`config.mk`:
```
export PLATFORM = sky130hd
export DESIGN_NAME = hci_latency_stats_accumulator
export DESIGN_NICKNAME = d
export VERILOG_FILES = /design/src/rtl/hci_latency_stats_accumulator.sv
export SDC_FILE = /design/constraint.sdc
export NUM_CORES = 2
export LEC_CHECK = 0
export ABC_AREA = 1
export CAP_MARGIN = 20
export CORE_MARGIN = 2
export CORE_UTILIZATION = 67
export CTS_BUF_LIST = sky130_fd_sc_hd__clkbuf_16
export CTS_CLUSTER_DIAMETER = 60
export DETAILED_ROUTE_END_ITERATION = 10
export PLACE_DENSITY = 0.87
export SLEW_MARGIN = 15
export SYNTH_ARGS = -nofsm -noshare
export SYNTH_HDL_FRONTEND = slang
export SYNTH_SLANG_ARGS = --single-unit
```
`constraint.sdc`:
```
create_clock -name clk -period 56.2 [get_ports clk]
set_input_delay 14.05 -clock clk [delete_from_list [all_inputs] [get_ports clk]]
set_output_delay 14.05 -clock clk [all_outputs]
set_load 0.01 [all_outputs]
```
`src/rtl/hci_latency_stats_accumulator.sv`:
```
`default_nettype none
// ============================================================================
// Module      : hci_latency_stats_accumulator
// Description : Per-master latency statistics (count, sum, min, max, sticky
//               flags) with saturating fixed-width counters and a registered
//               single-cycle read port.
// Revision    : 1.0 - initial release
// ============================================================================
module hci_latency_stats_accumulator #(
    parameter int N_MASTER = 4,
    parameter int LAT_W    = 16,
    parameter int CNT_W    = 32,
    parameter int SUM_W    = 48
) (
    input  logic                                 clk,
    input  logic                                 rst,
    input  logic                                 clear_i,
    input  logic [N_MASTER-1:0]                  sample_valid_i,
    input  logic [N_MASTER-1:0][LAT_W-1:0]       sample_lat_i,
    input  logic                                 rd_req_i,
    input  logic [$clog2(N_MASTER)-1:0]          rd_master_i,
    output logic                                 rd_valid_o,
    output logic [CNT_W-1:0]                     rd_count_o,
    output logic [SUM_W-1:0]                     rd_sum_o,
    output logic [LAT_W-1:0]                     rd_min_o,
    output logic [LAT_W-1:0]                     rd_max_o,
    output logic [2:0]                           rd_flags_o
);

    // Per-master state exported from the generate loop for the read mux.
    logic [CNT_W-1:0] w_count [N_MASTER];
    logic [SUM_W-1:0] w_sum   [N_MASTER];
    logic [LAT_W-1:0] w_min   [N_MASTER];
    logic [LAT_W-1:0] w_max   [N_MASTER];
    logic [2:0]       w_flags [N_MASTER];

    for (genvar m = 0; m < N_MASTER; m++) begin : g_master
        logic [CNT_W-1:0] r_count;
        logic [SUM_W-1:0] r_sum;
        logic [LAT_W-1:0] r_min;
        logic [LAT_W-1:0] r_max;
        logic [2:0]       r_flags;   // {zero_lat_err, sum_sat, cnt_sat}

        logic [LAT_W-1:0] w_lat;
        logic             w_accept;
        logic             w_zero;
        logic [SUM_W:0]   w_sum_nxt;

        assign w_lat     = sample_lat_i[m];
        assign w_accept  = sample_valid_i[m] && (w_lat != '0) && !clear_i;
        assign w_zero    = sample_valid_i[m] && (w_lat == '0) && !clear_i;
        // One extra bit catches the carry out of the SUM_W-bit sum.
        assign w_sum_nxt = {1'b0, r_sum} + {{(SUM_W + 1 - LAT_W){1'b0}}, w_lat};

        // Accumulate accepted samples; clear wins over a same-cycle sample.
        always_ff @(posedge clk or posedge rst) begin
            if (rst) begin
                r_count <= '0;
                r_sum   <= '0;
                r_min   <= '1;
                r_max   <= '0;
                r_flags <= '0;
            end else if (clear_i) begin
                r_count <= '0;
                r_sum   <= '0;
                r_min   <= '1;
                r_max   <= '0;
                r_flags <= '0;
            end else begin
                if (w_zero) begin
                    r_flags[2] <= 1'b1;
                end
                if (w_accept) begin
                    if (r_count == '1) begin
                        r_flags[0] <= 1'b1;
                    end else begin
                        r_count <= r_count + CNT_W'(1);
                    end
                    if (w_sum_nxt[SUM_W]) begin
                        r_sum      <= '1;
                        r_flags[1] <= 1'b1;
                    end else begin
                        r_sum <= w_sum_nxt[SUM_W-1:0];
                    end
                    if (w_lat < r_min) begin
                        r_min <= w_lat;
                    end
                    if (w_lat > r_max) begin
                        r_max <= w_lat;
                    end
                end
            end
        end

        assign w_count[m] = r_count;
        assign w_sum[m]   = r_sum;
        assign w_min[m]   = r_min;
        assign w_max[m]   = r_max;
        assign w_flags[m] = r_flags;
    end

    logic             w_rd_in_range;
    logic [CNT_W-1:0] w_rd_count;
    logic [SUM_W-1:0] w_rd_sum;
    logic [LAT_W-1:0] w_rd_min;
    logic [LAT_W-1:0] w_rd_max;
    logic [2:0]       w_rd_flags;

    assign w_rd_in_range = (32'(rd_master_i) < N_MASTER);

    // Select the addressed master's current (pre-update) state; out-of-range reads give zero.
    always_comb begin
        w_rd_count = '0;
        w_rd_sum   = '0;
        w_rd_min   = '0;
        w_rd_max   = '0;
        w_rd_flags = '0;
        if (w_rd_in_range) begin
            w_rd_count = w_count[rd_master_i];
            w_rd_sum   = w_sum[rd_master_i];
            w_rd_min   = w_min[rd_master_i];
            w_rd_max   = w_max[rd_master_i];
            w_rd_flags = w_flags[rd_master_i];
        end
    end

    logic             r_rd_valid;
    logic [CNT_W-1:0] r_rd_count;
    logic [SUM_W-1:0] r_rd_sum;
    logic [LAT_W-1:0] r_rd_min;
    logic [LAT_W-1:0] r_rd_max;
    logic [2:0]       r_rd_flags;

    // Register the read response; data holds between requests.
    always_ff @(posedge clk or posedge rst) begin
        if (rst) begin
            r_rd_valid <= 1'b0;
            r_rd_count <= '0;
            r_rd_sum   <= '0;
            r_rd_min   <= '0;
            r_rd_max   <= '0;
            r_rd_flags <= '0;
        end else begin
            r_rd_valid <= rd_req_i;
            if (rd_req_i) begin
                r_rd_count <= w_rd_count;
                r_rd_sum   <= w_rd_sum;
                r_rd_min   <= w_rd_min;
                r_rd_max   <= w_rd_max;
                r_rd_flags <= w_rd_flags;
            end
        end
    end

    assign rd_valid_o = r_rd_valid;
    assign rd_count_o = r_rd_count;
    assign rd_sum_o   = r_rd_sum;
    assign rd_min_o   = r_rd_min;
    assign rd_max_o   = r_rd_max;
    assign rd_flags_o = r_rd_flags;

endmodule
`default_nettype wire

```
== Word-level counts from Yosys, hierarchy flattened ==
Index checks and enable logic that the tools add are counted.

* Register bits after elaboration: 576

* Eq/ne operators: 8
* Reductions and logical operators: 69
* Bitwise gates (word level): 1
* Add/sub/neg operators: 8
* Magnitude comparators: 9
* Mux-type cells: 83

{| class="wikitable"
|+ Operators by type and width
! operator !! count
|-
| 48-bit 2-to-1 mux || 14
|-
| 16-bit 2-to-1 mux || 28
|-
| 32-bit 2-to-1 mux || 14
|-
| 48-bit by 16-bit adder with 49-bit output || 4
|-
| 32-bit by 1-bit adder with 32-bit output (second input constant) || 4
|-
| 32-bit equality test (second input constant) || 4
|-
| 48-bit binary-select mux with 2-bit select || 1
|-
| 16-bit binary-select mux with 2-bit select || 2
|-
| 32-bit binary-select mux with 2-bit select || 1
|-
| 16-bit > comparator || 4
|-
| 16-bit logical NOT || 4
|-
| 16-bit less-than comparator || 4
|-
| 16-bit nonzero test || 4
|-
| 2-bit nonzero test || 24
|-
| 2-bit AND reduction || 20
|-
| 3-bit 2-to-1 mux || 6
|-
| 1-bit logical AND || 16
|-
| 1-bit 2-to-1 mux || 12
|-
| 2-bit 2-to-1 mux || 4
|-
| 2-bit inequality test (second input constant) || 4
|-
| 3-bit binary-select mux with 2-bit select || 1
|-
| 3-bit >= comparator (second input constant) || 1
|-
| 2-bit NOT with 3-bit output || 1
|-
| 1-bit logical NOT || 1
|}

== Logic depth before layout (Yosys ltp) ==
* Depth in word-level cells: 5
* Mapped depth: 15

== Worst setup path after synthesis ==
OpenSTA, ideal clock, no wires.

* Path type: in2reg
* From: input port sample_lat_i[48] (netlist name)
* To: register g_master[3].r_sum[32]
* Path slack: 40305 ps
* Setup time: 133 ps
* Stages: 14
* Path buffers: 2
* Data required time: 56067 ps
* Arrival time: 15762 ps
* Cells stage by stage: ha_1 -> fa_1 -> nand3_1 -> nand3_1 -> nand2_1 -> nand2_1 -> nand2_1 -> nand2_1 -> buf_2 -> nand4_1 -> buf_2 -> nand3_1 -> nand2_1 -> o21ai_0

* Cells in the longest elaborated chain, start to end: 4

{| class="wikitable"
|+ RTL lines
! element !! line !! RTL
|-
| from (decl) || 19 || <nowiki>input logic [N_MASTER-1:0][LAT_W-1:0] sample_lat_i,</nowiki>
|-
| 48-bit by 16-bit adder with 49-bit output or 16-bit nonzero test (tied branches) || 53, 50 ||
|-
| 48-bit 2-to-1 mux or 1-bit logical AND (tied branches) || 79, 50 ||
|-
| 48-bit 2-to-1 mux or 1-bit logical AND (tied branches) || 73, 50 ||
|-
| 48-bit 2-to-1 mux or 2-bit nonzero test (tied branches) || n/a ||
|-
| to (signal assigned) || 83 || <nowiki>r_sum <= w_sum_nxt[SUM_W-1:0];</nowiki>
|-
| to (decl) || 39 || <nowiki>logic [SUM_W-1:0] r_sum;</nowiki>
|}

Several ways; a longest one is shown, not always the timed one. The select of a mux whose other input is x is not followed.
A chain may end at the register's enable or synchronous reset.

== Worst setup path after layout ==
* From: input port sample_lat_i[48] (netlist name)
* To: register g_master[3].r_sum[46]

Same word-level chain as after synthesis.

==> flow_metrics.tcl <==
set metrics [dict create \
    outcome "completed" \
    synth_area_leaders "dfrtp_1 (31%), nand2_1 (17%), nand3_1 (8.1%), inv_1 (6.9%), nor2_1 (5.9%)" \
    wl_per_cell_um 20.5 \
    drv_slew 0 \
    grt_max_degree 137 \
    drc 0 \
    drt_wl_total_mm 150 \
    place_congestion 1.06 \
    postCtsSetupRepairBufs 0 \
    first_pass_iters 9 \
    grt_antenna_before_repair 6 \
    ys.warnings.count 0 \
    synth_area_leader_cell "dfrtp_1" \
    synth.distinct_cells 50 \
    detail_route.iter0.violations 5974 \
    post_cts_resized 0 \
    rr_startpoint "g_master[3].r_sum[0]" \
    drive_gt1_share_pct 4.27 \
    max-cap-violations 0 \
    cp_max_fo 20 \
    skew_ns 0.0274 \
    die_w_um 253 \
    syn2layout_area_growth_pct 10.8 \
    setup.worst_path.end_class "flip-flop" \
    finalSetupViolCount 0 \
    slew_headroom_pct 24.7 \
    synth.yosys.seq_area_share_pct 34.8 \
    crit_end "g_master[3].r_sum[46]" \
    grt_use_total_pct 46.2 \
    finalHoldViolCount 0 \
    globalRouteOverflowTotal 0 \
    core_area_sq_um 61600 \
    synth-edff-count 0 \
    min_path_type "flip-flop to flip-flop" \
    finalNonFillerCells 7307 \
    worstRegToRegCells 12 \
    multi_input_area_sq_um 23300 \
    yosysMostFrequentCell "nand2_1" \
    syn-num-nets 6625 \
    crit_path_cell_trace "clkdlybuf4s50_1 > ha_1 > fa_1 > nand3_1 > nand3_1 > nand2_1 > nand2_1 > nand2_1 > nand2_1 > nand4_1 > nand3_1 > nand2_1 > nand2_1" \
    power.share.switching_pct 32.9 \
    nNetsFinal 6678 \
    syn_inst 6355 \
    avgSynthCellArea_sq_um 6.56 \
    pwr-share-seq_pct 39.3 \
    cellPowerDensity_nw_per_um2 26.0 \
    htree_levels 3 \
    tightest_slew_ns 1.13 \
    clk_latency_ns 0.63 \
    grt_setup_unrepaired "false" \
    ys_ff_latch 576 \
    grt_pass1_wl_mm 230 \
    cts_buffers 70 \
    max_freq_mhz 57.9 \
    grt_pass1_vias 41500 \
    synth_area_sq_um 41700 \
    postCtsHoldBufs 0 \
    ir_worst_vdd_mv 0.0227 \
    crit_arrival_ns 17.82 \
    crit_top_cell "nand2_1" \
    synth_top_area_share_pct 30.7 \
    r2r-end "g_master[3].r_sum[46]" \
    setup_tns_ns 0 \
    rrSetupSlack_ns 52.83 \
    p_sw_uw 396 \
    cts_sinks 576 \
    hold_depth 2 \
    clockRootBuffer "clkbuf_16" \
    fp.dieH_um 253 \
    postRouteAntennaNets 0 \
    dieArea_sq_um 64200 \
    period_needed_ns 17.28 \
    synth_common_cells "nand2_1 (1843), inv_1 (770), nand3_1 (675)" \
    clock_path_buffers 3 \
    portBuffers 189 \
    hpwl_mm 110 \
    cpMaxStageDelayCell "nand4_1" \
    placedCellCount 7172 \
    slowest_delay_ns 0.95 \
    fin_crit_sh_pct 30.7 \
    clkSlewWorstSetupHoldPaths_ns 0.06 \
    pin_count 190 \
    n_fill_cell 5062 \
    cp.required_ns 56.74 \
    vias 45100 \
    ys.flop_type "dfrtp_1" \
    p_int_uw 806 \
    cts_tree "built" \
    start_kind "input port" \
    start_util_pct 67.7 \
    p_leak_uw 0.0221 \
    critical_path_class "input port to flip-flop" \
    crit_start "sample_lat_i[48]" \
    via_per_inst 6.17 \
    regArea_sq_um 14500 \
    row_count 91 \
    power_frac_comb_pct 21.8 \
    async_flop_share_pct 100 \
    p_clk_share_pct 38.9 \
]
[routing by layer]
metal | track usage (%) | wire length (um) | share of wire [%]
met2 | 69.6 | 64600 | 43
met5 | 0 | 0 | 0
met1 | 59.6 | 56100 | 37
met3 | 9.18 | 17200 | 11
met4 | 32.7 | 12200 | 8.2
[worst min path at each step]
stage	start	endpoint	slack, ns
2_1_floorplan	g_master[3].r_flags[1]	g_master[3].r_flags[1]	0.44
3_3_place_gp	g_master[3].r_flags[1]	g_master[3].r_flags[1]	0.46
3_5_place_dp	g_master[0].r_flags[1]	g_master[0].r_flags[1]	0.46
4_1_cts	g_master[0].r_flags[1]	g_master[0].r_flags[1]	0.48
5_1_grt	g_master[3].r_flags[1]	g_master[3].r_flags[1]	0.49
6_report	g_master[1].r_min[0]	g_master[1].r_min[0]	0.48
[power by group through the flow]
stage / registers, uW / clock network, uW / logic (uW)
2_1_floorplan: 472 / 0 / 162
3_3_place_gp: 477 / 0 / 246
3_5_place_dp: 477 / 0 / 252
4_1_cts: 471 / 466 / 255
5_1_grt: 474 / 482 / 287
6_report: 473 / 467 / 262
[kinds of logic (layout without fill, tap and decap cells)]
family                   after synthesis  in the layout  share of synthesized area [%]
AO/OA/AOI/OAI                        953            953                           12.3
XOR/XNOR                              72             72                           1.51
adder cells (fa/ha/maj)              196            196                           5.95
buffers and inverters               1024           1131                           9.47
flip-flops                           576            576                           34.8
other                                  0              8                              0
AND/OR/NAND/NOR                     3534           3534                           36.0
[per-stage QoR]
step | util, % | hold slack [ns] | cell area [sq um] | power (uW) | worst slack (ns)
detailed placement | 71.2 | 0.463 | 43900 | 730 | 38.50
floorplan | - | 0.444 | 41700 | 634 | 26.14
CTS | 75.0 | 0.480 | 46200 | 1190 | 39.12
global route | 75.0 | 0.489 | 46200 | 1240 | 38.78
finish | 75.0 | 0.480 | 46200 | 1200 | 38.92
global placement | 71.2 | 0.459 | 43900 | 723 | 38.54
[critical path: cells and delay by family]
family | cells | cell delay (ns)
AND/OR/NAND/NOR | 10 | 2.33
adder cells (fa/ha/maj) | 2 | 0.67
buffers and inverters | 1 | 0.76
[cell usage in the layout (no fill, tap or decap), types with 13 or more instances in the layout]
master and n:
nand2_1 1842, inv_1 782, nand3_1 675, nor2_1 650, dfrtp_1 512, o21ai_0 412
a21oi_1 323, ha_1 192, clkdlybuf4s50_1 185, nand4_1 161, a31oi_1 118, nor3_1 99
clkbuf_16 73, dfstp_2 64, xor2_1 40, o211ai_1 34, nand3b_1 33, xnor2_1 32
buf_4 26, o21ai_1 21, or2_2 19, clkinv_1 14, inv_2 13
[cell type report]
| cell class | instances | area share [%] |
|---|---|---|
| multi-input cells | 4755 | 50.3 |
| well taps | 837 | 2.27 |
| diodes | 8 | 0.0433 |
| clock buffers | 73 | 3.95 |
| clock inverters | 53 | 1.05 |
| inverters | 790 | 6.48 |
| flip-flops and latches | 576 | 31.4 |
| repair buffers | 215 | 4.52 |
[flip-flops by register name, summed over array words and instances (netlist names)]
signal            cells
g_master.r_max       64
rd_max_o             16
rd_min_o             16
g_master.r_flags     12
rd_sum_o             48
rd_count_o           32
g_master.r_sum      192
g_master.r_count    128
g_master.r_min       64
rd_valid_o            1
rd_flags_o            3
(Power assumes the default switching activity.)
